==> src/rtl/mips_pkg.sv <==
// Shared definitions for the MIPS boot-time program loader.
// Holds the loader state encoding, the default frame sync byte and the
// HALT opcode that test images use as their last instruction.
package mips_pkg;

  typedef enum logic [2:0] {
    ST_IDLE   = 3'd0,
    ST_SYNC   = 3'd1,
    ST_LEN_HI = 3'd2,
    ST_LEN_LO = 3'd3,
    ST_DATA   = 3'd4,
    ST_CSUM   = 3'd5,
    ST_DONE   = 3'd6,
    ST_ERR    = 3'd7
  } ld_state_e;

  localparam logic [7:0]  MAGIC_DEFAULT = 8'hA5;
  localparam logic [31:0] HALT_OPCODE   = 32'hfc000000;

  // States in which the loader owns the byte stream.
  function automatic logic st_is_busy(input ld_state_e s);
    return (s == ST_SYNC) || (s == ST_LEN_HI) || (s == ST_LEN_LO) ||
           (s == ST_DATA) || (s == ST_CSUM);
  endfunction

endpackage

==> src/rtl/mips_byte_packer.sv <==
// Byte-to-word packer for the program loader.
// Shifts bytes MSB-first into a 32-bit word, keeps a running XOR of every
// byte it takes, and pulses word_valid the cycle after the 4th byte.
// Ports:
//   clk1, rst_n   clock, async active-low reset
//   clr           synchronous clear of counter, word, checksum and pulse
//   byte_en       accept byte_in this cycle
//   byte_in       data byte
//   word_valid    one-cycle pulse, word holds a complete word
//   word          assembled 32-bit word (big-endian)
//   csum          XOR of all bytes since the last clear
//   last_byte     next accepted byte completes a word
module mips_byte_packer (
  input  logic        clk1,
  input  logic        rst_n,
  input  logic        clr,
  input  logic        byte_en,
  input  logic [7:0]  byte_in,
  output logic        word_valid,
  output logic [31:0] word,
  output logic [7:0]  csum,
  output logic        last_byte
);

  logic [1:0]  cnt_q, cnt_d;
  logic [31:0] word_q, word_d;
  logic [7:0]  csum_q, csum_d;
  logic        wv_q, wv_d;

  always_comb begin
    cnt_d  = cnt_q;
    word_d = word_q;
    csum_d = csum_q;
    wv_d   = 1'b0;
    if (clr) begin
      cnt_d  = 2'd0;
      word_d = 32'd0;
      csum_d = 8'd0;
    end else if (byte_en) begin
      cnt_d  = cnt_q + 2'd1;
      word_d = {word_q[23:0], byte_in};
      csum_d = csum_q ^ byte_in;
      wv_d   = (cnt_q == 2'd3);
    end
  end

  always_ff @(posedge clk1 or negedge rst_n) begin
    if (!rst_n) begin
      cnt_q  <= 2'd0;
      word_q <= 32'd0;
      csum_q <= 8'd0;
      wv_q   <= 1'b0;
    end else begin
      cnt_q  <= cnt_d;
      word_q <= word_d;
      csum_q <= csum_d;
      wv_q   <= wv_d;
    end
  end

  assign word_valid = wv_q;
  assign word       = word_q;
  assign csum       = csum_q;
  assign last_byte  = (cnt_q == 2'd3);

endmodule

==> src/rtl/mips_prog_loader.sv <==
// Boot-time program loader: parses a framed byte stream
// (MAGIC, LEN_HI, LEN_LO, LEN x 4 data bytes, CSUM), writes each word into
// instruction memory and releases the CPU once the XOR checksum matches.
// Ports:
//   clk1, rst_n         clock, async active-low reset
//   start               one-cycle pulse starting a session (ignored while busy)
//   in_valid/in_data    byte stream, accepted on in_valid & in_ready
//   in_ready            loader takes a byte this cycle
//   mem_we/addr/wdata   one-cycle word write to memory
//   cpu_run             processor release
//   busy, done, err     session status (done/err hold until next start)
//   words_loaded        words written this session
module mips_prog_loader
  import mips_pkg::*;
#(
  parameter int          ADDR_W    = 10,
  parameter int          DEPTH     = 1024,
  parameter int          BASE_ADDR = 0,
  parameter logic [7:0]  MAGIC     = MAGIC_DEFAULT
) (
  input  logic              clk1,
  input  logic              rst_n,
  input  logic              start,
  input  logic              in_valid,
  input  logic [7:0]        in_data,
  output logic              in_ready,
  output logic              mem_we,
  output logic [ADDR_W-1:0] mem_addr,
  output logic [31:0]       mem_wdata,
  output logic              cpu_run,
  output logic              busy,
  output logic              done,
  output logic              err,
  output logic [ADDR_W:0]   words_loaded
);

  localparam logic [ADDR_W-1:0] BASE    = ADDR_W'(BASE_ADDR);
  localparam logic [ADDR_W-1:0] ADDR_1  = ADDR_W'(1);
  localparam logic [ADDR_W:0]   WL_1    = (ADDR_W+1)'(1);
  localparam logic [16:0]       DEPTH_L = 17'(DEPTH);

  ld_state_e         state_q, state_d;
  logic [7:0]        len_hi_q, len_hi_d;
  logic [15:0]       len_q, len_d;
  logic [15:0]       words_rx_q, words_rx_d;
  logic [ADDR_W-1:0] addr_q, addr_d;
  logic [ADDR_W:0]   wl_q, wl_d;

  logic        accept;
  logic        pk_clr;
  logic        pk_en;
  logic        pk_word_valid;
  logic [31:0] pk_word;
  logic [7:0]  pk_csum;
  logic        pk_last_byte;
  logic [15:0] len_in;

  assign in_ready = st_is_busy(state_q);
  assign accept   = in_valid & in_ready;
  assign pk_en    = accept && (state_q == ST_DATA);
  assign len_in   = {len_hi_q, in_data};

  mips_byte_packer u_packer (
    .clk1       (clk1),
    .rst_n      (rst_n),
    .clr        (pk_clr),
    .byte_en    (pk_en),
    .byte_in    (in_data),
    .word_valid (pk_word_valid),
    .word       (pk_word),
    .csum       (pk_csum),
    .last_byte  (pk_last_byte)
  );

  always_comb begin
    state_d    = state_q;
    len_hi_d   = len_hi_q;
    len_d      = len_q;
    words_rx_d = words_rx_q;
    addr_d     = addr_q;
    wl_d       = wl_q;
    pk_clr     = 1'b0;

    // Address advances after the strobe cycle so mem_addr is stable during it.
    if (pk_word_valid) begin
      addr_d = addr_q + ADDR_1;
      wl_d   = wl_q + WL_1;
    end

    case (state_q)
      ST_IDLE, ST_DONE, ST_ERR: begin
        if (start) begin
          state_d    = ST_SYNC;
          pk_clr     = 1'b1;
          addr_d     = BASE;
          wl_d       = '0;
          words_rx_d = 16'd0;
          len_d      = 16'd0;
          len_hi_d   = 8'd0;
        end
      end
      ST_SYNC: begin
        if (accept && (in_data == MAGIC)) state_d = ST_LEN_HI;
      end
      ST_LEN_HI: begin
        if (accept) begin
          len_hi_d = in_data;
          state_d  = ST_LEN_LO;
        end
      end
      ST_LEN_LO: begin
        if (accept) begin
          len_d = len_in;
          if ({1'b0, len_in} > DEPTH_L) state_d = ST_ERR;
          else if (len_in == 16'd0)      state_d = ST_CSUM;
          else                           state_d = ST_DATA;
        end
      end
      ST_DATA: begin
        if (accept && pk_last_byte) begin
          words_rx_d = words_rx_q + 16'd1;
          if ((words_rx_q + 16'd1) == len_q) state_d = ST_CSUM;
        end
      end
      ST_CSUM: begin
        // The last word's checksum contribution is already registered here.
        if (accept) state_d = (in_data == pk_csum) ? ST_DONE : ST_ERR;
      end
      default: state_d = ST_IDLE;
    endcase
  end

  always_ff @(posedge clk1 or negedge rst_n) begin
    if (!rst_n) begin
      state_q    <= ST_IDLE;
      len_hi_q   <= 8'd0;
      len_q      <= 16'd0;
      words_rx_q <= 16'd0;
      addr_q     <= BASE;
      wl_q       <= '0;
    end else begin
      state_q    <= state_d;
      len_hi_q   <= len_hi_d;
      len_q      <= len_d;
      words_rx_q <= words_rx_d;
      addr_q     <= addr_d;
      wl_q       <= wl_d;
    end
  end

  assign mem_we       = pk_word_valid;
  assign mem_addr     = addr_q;
  assign mem_wdata    = pk_word;
  assign busy         = in_ready;
  assign done         = (state_q == ST_DONE);
  assign err          = (state_q == ST_ERR);
  assign cpu_run      = (state_q == ST_DONE);
  assign words_loaded = wl_q;

endmodule

==> config.mk <==
export PLATFORM = sky130hd
export DESIGN_NAME = mips_prog_loader
export DESIGN_NICKNAME = d
export VERILOG_FILES = /design/src/rtl/mips_pkg.sv /design/src/rtl/mips_byte_packer.sv /design/src/rtl/mips_prog_loader.sv
export SDC_FILE = /design/constraint.sdc
export NUM_CORES = 1
export LEC_CHECK = 0
export BUFFER_PORTS_ARGS = -buffer_cell sky130_fd_sc_hd__buf_4
export CORE_MARGIN = 2
export CORE_UTILIZATION = 52
export DETAILED_ROUTE_END_ITERATION = 8
export PLACE_DENSITY = 0.76
export SETUP_SLACK_MARGIN = 0.02
export SYNTH_ARGS = -nofsm -noshare
export SYNTH_HDL_FRONTEND = slang
export SYNTH_HIERARCHICAL = 1
export SYNTH_SLANG_ARGS = --single-unit
==> constraint.sdc <==
create_clock -name clk1 -period 2.1 [get_ports clk1]
set_input_delay 0.21 -clock clk1 [delete_from_list [all_inputs] [get_ports clk1]]
set_output_delay 0.21 -clock clk1 [all_outputs]
set_load 0.01 [all_outputs]
==> metrics.cfg, run 1 <==
[detailed_routing]
drc_errors = 0
routed_wl_um = 12400
drt_pass1_iterations = 4
total_vias_in_the_final_route = 4325
route.detailed.wl_per_inst_um = 15.7
drt_iter0_drc = 233
final_antenna_net_count = 0
post_detailed_route_via_to_cell_ratio = 5.48

[yosys]
synth_top_cell_area_share_pct = 49.0
synth_sequential_area_ratio_pct = 49.0
ffs_latches_synth = 107
post_synthesis_average_cell_area_um2 = 9.59
synth_area_leaders = dfrtp_1 49%, mux2i_1 7.3%, nor2_1 5.5%
synth.yosys.warnings = 6
synth_edf_count = 0
mappedNetlistArea_um2 = 5460
mappedNetlistNets = 585
cell_type_with_the_highest_aggregate_area_in_the_netlist = dfrtp_1
asyncSetResetFlopFracSynth_pct = 100
synthMostInstantiatedCell = dfrtp_1
ys_dominant_reg_cell = dfrtp_1
synth_top_cells_by_count = 107 x dfrtp_1, 80 x nor2_1, 73 x nand2_1, 55 x o21ai_0, 40 x mux2i_1
netlist_instances = 569
yosysUniqueCellTypes = 45

[clocking]
clock_latency_ps = 380
path_clk_slew_ps = 110
cts-root-buf = clkbuf_8
htree_num_levels = 3
tritoncts = yes
tritoncts.num_buffers = 9
maximum_number_of_buffers_from_clock_root_to_sink = 2
clock-sinks = 107

[global_routing]
grt_first_pass_wirelength_um = 20900
grt_start_max_net_pins = 65
globalRouteOverflowTotal = 0
antenna_violations_before_repair = 0
grt.total_usage_pct = 23.1
via_count_of_the_first_global_routing_pass = 4285

[placed_design]
gpl.final_weighted_congestion = 0.877
hpwlAfterDp_um = 8490
numPortBuffers = 70

[worst_setup_path]
timing.critical_path.fanout_max = 5
worstSetupPathType = register to register
worst_path_required_ps = 2430
timing.critical_path.to_type = register
critPathLaunch = words_rx_q[4]
cp_launch_type = register
worstPathArrival_ps = 2320
timing.critical_path.max_delay_family = simple AND/OR/NAND/NOR gates
crit_path_top_delay_cell = dfrtp_1
cp_cell_sequence = inv_1 > or2_2 > nor2_2 > mux2i_1 > nand3_1 > o41ai_1 > and3_1
critical_path.max_stage_delay_ps = 450
worst_r2r_startpoint = words_rx_q[4]
cp.buffers_inverters = 1

[final_layout]
drive_above_1_share_pct = 22.1
inserted_diodes = 0
fin_util_pct = 63.1
area_growth_pct = 18.9
fillerInstances = 870
fin_nets = 664

[floorplanning]
die_area_um2 = 11300
initial_core_util_pct = 53.1
die_width_um = 106
boundary_pins = 71
floorplan.core_area_um2 = 10300
die_h_um = 106
rows = 37

[power]
finalPower_mw = 6.66
power.static_leakage_nw = 2.98
power_density_of_the_placed_cells_nw_per_um2 = 1030
worst_ir_drop_vdd_v = 0.000583

[sta]
slew_margin_rel_pct = 52.9
fmaxAchievable_mhz = 502
maxSlewViolCount = 0
tightest_slew_ps = 706
share_of_the_cycle_needed_by_the_critical_path_after_routing_pct = 94.8
totalNegativeSetupSlack_ps = 0
setup_violations = 0
rsz0062_at_grt = yes
fin_crit_ps = 1990
final.setup_skew_ps = 22.5
report.final.hold_viol_count = 0

[flow_run]
number_of_max_cap_violations = 0

[status]
outcome = finished, final reports clean

[hold_path]
hp-class = input pin to register
worstHoldStart = start

==> worst reg2reg max path: stages (launching register included) <==
cell and delay [ps]:
dfrtp_1 450, inv_1 150, or2_2 340, nor2_2 170
mux2i_1 210, nand3_1 90, o41ai_1 330, and3_1 200
==> layout make-up <==
type                    instances  area [um^2]  area share [%]
repair buffers                104          808            12.5
flip-flops and latches        107         2680            41.3
clock buffers                   9          124            1.91
inverters                       6         22.5           0.347
clock inverters                 7         82.6            1.27
well taps                     136          170            2.62
multi-input cells             420         2600            40.1
==> metrics by stage <==
| step | setup WS (ps) | area [um^2] | hold WS (ps) | std cells |
|---|---|---|---|---|
| finish | 108 | 6490 | 59.0 | 789 |
| global route | -5.86 | 6490 | 69.6 | 789 |
| CTS | 50.7 | 6460 | 42.2 | 789 |
| detailed placement | 57.9 | 6220 | 114 | 770 |
| global placement | 87.3 | 6220 | 115 | 770 |
| floorplan | 36.6 | 5460 | -85.6 | 569 |
==> cells by family (layout without fill, tap and decap cells) <==
group	after synthesis	after routing	share of synthesized area (%)
buffers and inverters	42	126	3.97
flip-flops	107	107	49.0
AO/OA/AOI/OAI	94	94	10.7
AND/OR/NAND/NOR	233	233	20.1
adder cells (fa/ha/maj)	4	4	0.917
XOR/XNOR	48	48	7.70
multiplexers	41	41	7.54
==> path summary, 6_finish.rpt <==
path | endpoint | slack [ps] | cells after the start
setup / recovery | state_q[0] | 110 | 7
hold / removal | state_q[2] | 60 | 2
setup reg to reg | state_q[0] | 110 | 7
hold reg to reg | len_q[9] | 530 | 2
max in group asynchronous | len_q[15] | 1270 | 3
min in group asynchronous | words_loaded[2] | 240 | 2
==> where the power goes <==
part	total (mW)	switching (mW)	internal (mW)
combinational	2.30	1.21	1.09
clock	1.34	0.765	0.575
sequential	3.02	0.478	2.55
total	6.66	2.45	4.21
==> timing repair <==
item / CTS / global route
hold endpoints to repair: 19 / 0
setup buffers: 2 / 0
hold buffers: 1 / 0
setup endpoints to repair: 1 / 16
gates resized for setup: 0 / 9
pin swaps: 1 / 6
==> flip-flops by register name (all words and copies together) (netlist names) <==
name	count
words_rx_q	16
u_packer/word	32
u_packer/word_valid	1
words_loaded	11
len_q	16
state_q	3
u_packer/csum	8
u_packer/cnt_q	2
len_hi_q	8
mem_addr	10
==> per-layer routing <==
layer,up-vias,global-route usage (%),part of all wire [%]
met2,109,37.1,48
li1,2102,-,-
met3,13,4.23,4.8
met4,0,7.61,1.4
met5,-,0,0
met1,2101,31.9,46
==> layout by cell type, fill, tap and decap left out, types with 13 or more instances in the layout <==
cell type  count
mux2i_1       40
o21ai_0       54
nor2_1        78
nand3_1       13
nand4_1       20
xnor2_1       25
buf_4        101
dfrtp_1      105
xor2_1        23
nand2_1       73
(Power assumes the default switching activity.)
==> run 2, diff against run 1 <==
CORE_UTILIZATION = 58   (was 52)
PLACE_DENSITY = 0.8   (was 0.76)
SYNTH_HIERARCHICAL = unset   (was 1)
clock period = 2.2 ns   (was 2.1 ns; I/O delays follow)
==> run 2 against run 1 <==
Synthesized cell count rose by 4.0%. Critical path depth fell by 2. Synthesized area fell by 1.9%. Routed wire length fell by 1.2%. Global-route usage rose by 2.4 points. Clock power fell by 6%. Combinational power fell by 4%. First-iteration DRC count rose by 44%. Maximum frequency rose by 1.8%. Count of clock-buffer cells in the layout rose by 1. Sequential power fell by 7.0%. Total power fell by 5.8%.
==> metrics.cfg, run 2 <==
[final_layout]
drive_above_1_share_pct = 18.2  ; -3.9 points
largest_register_ff_count = 32  ; unchanged
fin_nets = 676  ; +1.8%
mostFrequentLayoutCell = nand2_1
fillerInstances = 732  ; -16%
layout.cells.most_common_list = 133 x nand2_1, 106 x dfrtp_1, 88 x buf_4
inserted_diodes = 0  ; unchanged
area_growth_pct = 17.1

[sta]
setup_violations = 0  ; unchanged
rsz0062_at_grt = no
fin_crit_ps = 1960  ; -35.7 ps
maxSlewViolCount = 0  ; unchanged
slew_margin_rel_pct = 61.9  ; +8.9 points
fmaxAchievable_mhz = 511  ; +1.8%
fin_hold_ws_ps = 119  ; +59.6 ps
share_of_the_cycle_needed_by_the_critical_path_after_routing_pct = 88.9  ; -5.9 points
tightest_slew_ps = 572  ; -134 ps
totalNegativeSetupSlack_ps = 0  ; unchanged
report.final.hold_viol_count = 0  ; unchanged
final.setup_skew_ps = 10.5  ; -12.0 ps

[clocking]
path_clk_slew_ps = 110  ; about the same
clock-sinks = 107  ; unchanged
cts-root-buf = clkbuf_8
htree_num_levels = 3  ; unchanged
maximum_number_of_buffers_from_clock_root_to_sink = 2  ; unchanged
tritoncts.num_buffers = 9  ; unchanged
tritoncts = yes
clock_latency_ps = 370  ; about the same

[worst_setup_path]
timing.critical_path.fanout_max = 58  ; +53
worstPathArrival_ps = 2170  ; -150 ps
timing.rr.end = u_packer.word[10]
cp_launch_type = register
cp_num_cells = 5  ; -2
slack_of_the_worst_reg_to_reg_path_ps = 240  ; +140 ps
timing.critical_path.to_type = register
cp_cell_sequence = nor3_1 > nor2_1 > nor2b_4 > buf_4 > a21oi_1
crit_path_top_delay_cell = buf_4
worstSetupPathType = register to register
cp-endpoint = u_packer.word[10]
cp.buffers_inverters = 1  ; unchanged
critical_path.max_stage_delay_ps = 520  ; +70 ps
worst_path_required_ps = 2420  ; about the same
timing.critical_path.max_delay_family = simple AND/OR/NAND/NOR gates
critPathLaunch = state_q[1]
worst_r2r_startpoint = state_q[1]
worstRegToRegCells = 5  ; -2

[yosys]
synth_sequential_area_ratio_pct = 50.0  ; +0.97 points
cell_type_with_the_highest_aggregate_area_in_the_netlist = dfrtp_1
synth_area_leaders = dfrtp_1 50%, nand2_1 9.3%, xor2_1 5.2%
synth_top_cells_by_count = 133 x nand2_1, 107 x dfrtp_1, 47 x o21ai_0, 46 x nor2_1, 42 x a21oi_1
yosysUniqueCellTypes = 51  ; +13%
synth.yosys.warnings = 0  ; -6
mappedNetlistNets = 608  ; +3.9%
asyncSetResetFlopFracSynth_pct = 100  ; unchanged
synth_top_cell_area_share_pct = 50.0  ; +0.97 points
post_synthesis_average_cell_area_um2 = 9.04  ; -5.8%
mappedNetlistArea_um2 = 5350  ; -1.9%
ffs_latches_synth = 107  ; unchanged
synthMostInstantiatedCell = nand2_1
netlist_instances = 592  ; +4.0%
synth_edf_count = 0  ; unchanged
ys_dominant_reg_cell = dfrtp_1

[placed_design]
hpwlAfterDp_um = 8760  ; +3.1%
numPortBuffers = 70  ; unchanged
gpl.final_weighted_congestion = 0.875  ; -0.26%

[detailed_routing]
post_detailed_route_via_to_cell_ratio = 5.75  ; +4.9%
total_vias_in_the_final_route = 4462  ; +3.2%
drc_errors = 0  ; unchanged
final_antenna_net_count = 0  ; unchanged
route.detailed.wl_per_inst_um = 15.8  ; +0.46%
drt_iter0_drc = 335  ; +44%
drt_pass1_iterations = 5  ; +1
routed_wl_um = 12300  ; -1.2%

[global_routing]
antenna_violations_before_repair = 0  ; unchanged
grt_start_max_net_pins = 59  ; -9.2%
grt.total_usage_pct = 25.5  ; +2.4 points
globalRouteOverflowTotal = 0  ; unchanged
via_count_of_the_first_global_routing_pass = 4151  ; -3.1%
grt_first_pass_wirelength_um = 20500  ; -1.8%

[power]
power.static_leakage_nw = 2.90  ; -2.8%
finalPower_mw = 6.27  ; -5.8%
worst_ir_drop_vdd_v = 0.000642  ; +10%
power_density_of_the_placed_cells_nw_per_um2 = 1000  ; -2.5%

[floorplanning]
initial_core_util_pct = 58.8  ; +5.6 points
boundary_pins = 71  ; unchanged
die_h_um = 100  ; -6.0%
die_width_um = 100  ; -6.0%
rows = 35  ; -5.4%
die_area_um2 = 10000  ; -12%
floorplan.core_area_um2 = 9110  ; -11%

[status]
outcome = finished, final reports clean

[hold_path]
hp-class = input pin to register
hold_depth = 3  ; +1

[flow_run]
number_of_max_cap_violations = 0  ; unchanged

==> run 2: changes by cell type in the layout (fill, tap and decap cells not counted), moves of 9 or more <==
cell     delta
xor2_1      +9
nor2_1     -32
nand3_1     +9
nand2_1    +60
mux2i_1    -35
a21oi_1    +37
buf_4      -13
==> run 2: cell type report <==
| cell class | count | area, um^2 | area share [%] |
|---|---|---|---|
| inverters | 13 | 48.8 | 0.778 |
| clock buffers | 10 | 128 | 2.04 |
| repair buffers | 90 | 691 | 11.0 |
| flip-flops and latches | 107 | 2680 | 42.7 |
| well taps | 111 | 139 | 2.22 |
| clock inverters | 6 | 78.8 | 1.26 |
| multi-input cells | 439 | 2510 | 40.0 |
==> run 2: what timing repair did <==
item	CTS	global route
buffers inserted	0	1
hold buffers	1	0
endpoints found under the setup margin	0	1
endpoints found under the hold margin	37	0
resized for setup	0	3
==> run 2: logic make-up (layout without fill, tap and decap cells) <==
| kind of cell | count (synthesis) | in the layout | share of synthesized area [%] |
|---|---|---|---|
| buffers and inverters | 46 | 119 | 3.72 |
| adder cells (fa/ha/maj) | 4 | 4 | 0.935 |
| flip-flops | 107 | 107 | 50.0 |
| AO/OA/AOI/OAI | 117 | 117 | 12.9 |
| multiplexers | 7 | 7 | 1.36 |
| XOR/XNOR | 55 | 55 | 9.00 |
| AND/OR/NAND/NOR | 256 | 256 | 22.0 |
==> run 2: worst reg2reg max path, cell delays in order (launching register included) <==
cell     delay (ps)
dfrtp_1         490
nor3_1          270
nor2_1          160
nor2b_4         240
buf_4           520
a21oi_1         140
==> run 2: per-layer routing <==
metal	vias to the layer above	track usage, %	share of wire, %
met1	2143	38.4	46
li1	2153	-	-
met3	15	4.18	6.0
met4	0	5.90	1.4
met5	-	0	0
met2	151	39.3	47
==> run 2: how the worst min path moves through the flow <==
stage,end,from
finish,len_q[2],in_data[2]
global route,len_q[2],in_data[2]
CTS,len_q[2],in_data[2]
detailed placement,words_rx_q[10],rst_n
global placement,words_rx_q[7],rst_n
floorplan,len_hi_q[0],rst_n
==> run 2: per-stage QoR <==
step / setup WS [ps] / cells / util (%) / instance area [um^2]
4_1_cts: 167 / 775 / 68.7 / 6250
3_5_place_dp: 203 / 758 / 66.3 / 6040
6_report: 244 / 776 / 68.8 / 6270
5_1_grt: 33.2 / 776 / 68.8 / 6270
3_3_place_gp: 253 / 758 / 66.3 / 6040
2_1_floorplan: 210 / 592 / - / 5350
==> run 2: where the power goes <==
part           total, mW  internal (mW)  switching, mW  leakage (nW)
logic               2.20          0.948           1.26          1.33
registers           2.81           2.39          0.426          1.47
clock network       1.26          0.552          0.706         0.105
total               6.27           3.89           2.39          2.90
==> run 3, diff against run 2 <==
CORE_UTILIZATION = 60   (was 58)
CTS_BUF_LIST = sky130_fd_sc_hd__clkbuf_4 sky130_fd_sc_hd__clkbuf_8   (was unset)
PLACE_DENSITY = 0.83   (was 0.8)
==> run 3 against run 2 <==
Critical endpoint is now busy. Sequential power is 2% higher. Count of clock-buffer cells in the layout stayed put. Critical path type is now register to output port. Routed wire length hardly changed. First-iteration DRC count is 42% higher. Global-route usage is 0.91 points higher.
==> metrics.cfg, run 3 (synthesis gave the netlist of run 2 again) <==
[status]
outcome = finished, final reports clean

[global_routing]
grt.total_usage_pct = 26.5  ; +0.91 points
grt_start_max_net_pins = 72  ; +22%
via_count_of_the_first_global_routing_pass = 4315  ; +4.0%
antenna_violations_before_repair = 0  ; unchanged
grt_first_pass_wirelength_um = 20900  ; +2.1%
globalRouteOverflowTotal = 0  ; unchanged

[final_layout]
mostFrequentLayoutCell = nand2_1
largest_register_ff_count = 32  ; unchanged
inserted_diodes = 0  ; unchanged
fillerInstances = 670  ; -8.5%
area_growth_pct = 16.5
drive_above_1_share_pct = 17.7  ; -0.47 points
fin_nets = 671  ; -0.74%
layout.cells.most_common_list = 133 x nand2_1, 105 x dfrtp_1, 81 x buf_4
multi_input_gate_area_in_the_final_layout_um2 = 2500  ; -0.20%
sequential_cell_area_um2 = 2680  ; about the same
design_area_um2 = 6240  ; -0.54%

[sta]
maxSlewViolCount = 0  ; unchanged
rsz0062_at_grt = no
tightest_slew_ps = 933  ; +361 ps
setup_slack_ps = 200  ; -44.5 ps
share_of_the_cycle_needed_by_the_critical_path_after_routing_pct = 90.9  ; +2.0 points
fin_crit_ps = 2000  ; +44.5 ps
setup_violations = 0  ; unchanged
final.setup_skew_ps = 9.72  ; -0.813 ps
slew_margin_rel_pct = 37.4  ; -24 points
report.final.hold_viol_count = 0  ; unchanged
totalNegativeSetupSlack_ps = 0  ; unchanged
fmaxAchievable_mhz = 500  ; -2.2%

[placed_design]
numPortBuffers = 70  ; unchanged
placed_cell_area_um2 = 6030  ; -0.15%
gpl.final_weighted_congestion = 0.971  ; +11%
hpwlAfterDp_um = 8640  ; -1.3%
placement.setup.worst_slack_ps = 150  ; -53.3 ps

[clocking]
cts-root-buf = clkbuf_8
path_clk_slew_ps = 100  ; about the same
tritoncts.num_buffers = 9  ; unchanged
tritoncts = yes
clock_latency_ps = 370  ; about the same
htree_num_levels = 3  ; unchanged
clock-sinks = 107  ; unchanged
maximum_number_of_buffers_from_clock_root_to_sink = 2  ; unchanged
post_cts.repair.setup_buffers = 0  ; unchanged

[floorplanning]
die_area_um2 = 9690  ; -3.2%
initial_core_util_pct = 61.7  ; +2.9 points
boundary_pins = 71  ; unchanged
floorplan.core_area_um2 = 8680  ; -4.7%
die_width_um = 98.5  ; -1.6%
die_h_um = 98.5  ; -1.6%
rows = 34  ; -2.9%

[power]
power_density_of_the_placed_cells_nw_per_um2 = 996  ; -0.49%
worst_ir_drop_vdd_v = 0.000783  ; +22%
finalPower_mw = 6.21  ; -1.0%
power.static_leakage_nw = 2.87  ; -0.89%

[worst_setup_path]
cp_launch_type = register
worstSetupPathType = register to output port
timing.rr.end = state_q[0]
cp-endpoint = busy
critPathLaunch = state_q[1]
slack_of_the_worst_reg_to_reg_path_ps = 220  ; -20 ps
worst_r2r_startpoint = words_rx_q[0]
timing.critical_path.fanout_max = 13  ; -78%
timing.critical_path.to_type = output port
worst_path_required_ps = 1980  ; -440 ps
worstRegToRegCells = 7  ; +2
worstPathArrival_ps = 1780  ; -390 ps

[detailed_routing]
final_antenna_net_count = 0  ; unchanged
routed_wl_um = 12300  ; about the same
drt_iter0_drc = 477  ; +42%
post_detailed_route_via_to_cell_ratio = 5.98  ; +4.1%
drt_pass1_iterations = 7  ; +2
route.detailed.wl_per_inst_um = 16.0  ; +1.1%
drc_errors = 0  ; unchanged
total_vias_in_the_final_route = 4595  ; +3.0%

[hold_path]
hp-class = input pin to register
hold_depth = 3  ; unchanged

[flow_run]
number_of_max_cap_violations = 0  ; unchanged

[run 3: power by group]
group	switching, mW	internal, mW
Combinational	1.19	0.944
Sequential	0.495	2.39
Clock	0.721	0.470
Total	2.41	3.80
[run 3: worst min-delay path by stage]
stage / start / endpoint / slack (ps)
3_3_place_gp: rst_n / words_rx_q[5] / 20
3_5_place_dp: rst_n / words_rx_q[5] / 30
4_1_cts: in_data[1] / len_q[1] / 110
2_1_floorplan: rst_n / len_hi_q[0] / -80
6_report: in_data[6] / len_q[6] / 130
5_1_grt: in_data[1] / len_q[1] / 120
[run 3: critical path, stage by stage, from the launching register on]
cell and delay (ps):
dfrtp_1 580, and2_1 270, nor2_1 360, buf_4 200
[run 3: routing by layer]
metal | vias to the layer above | wire, um | GRT usage [%] | part of all wire (%)
li1 | 2155 | - | - | -
met4 | 0 | 139 | 5.58 | 1.1
met2 | 205 | 5760 | 40.0 | 47
met1 | 2213 | 5440 | 39.6 | 44
met5 | - | 0 | 0 | 0
met3 | 22 | 945 | 6.38 | 7.7
[run 3: stage by stage]
step | cells | utilization, % | hold slack (ps)
global placement | 751 | 69.5 | 24.0
finish | 768 | 71.9 | 126
detailed placement | 751 | 69.5 | 25.8
CTS | 768 | 71.8 | 108
global route | 768 | 71.9 | 122
floorplan | 592 | - | -75.6
[run 3: layout make-up]
cell class | count | area share, %
sequential | 107 | 43.0
multi-input combinational | 439 | 40.1
timing repair buffer | 85 | 10.9
clock buffer | 10 | 2.21
tap | 108 | 2.17
clock inverter | 6 | 0.883
inverter | 13 | 0.783
[run 3: what timing repair did]
action / in CTS / in global routing
hold endpoints to repair: 107 / 0
hold buffers: 1 / 0
endpoints found under the setup margin: 0 / 5
gates resized for setup: 0 / 3
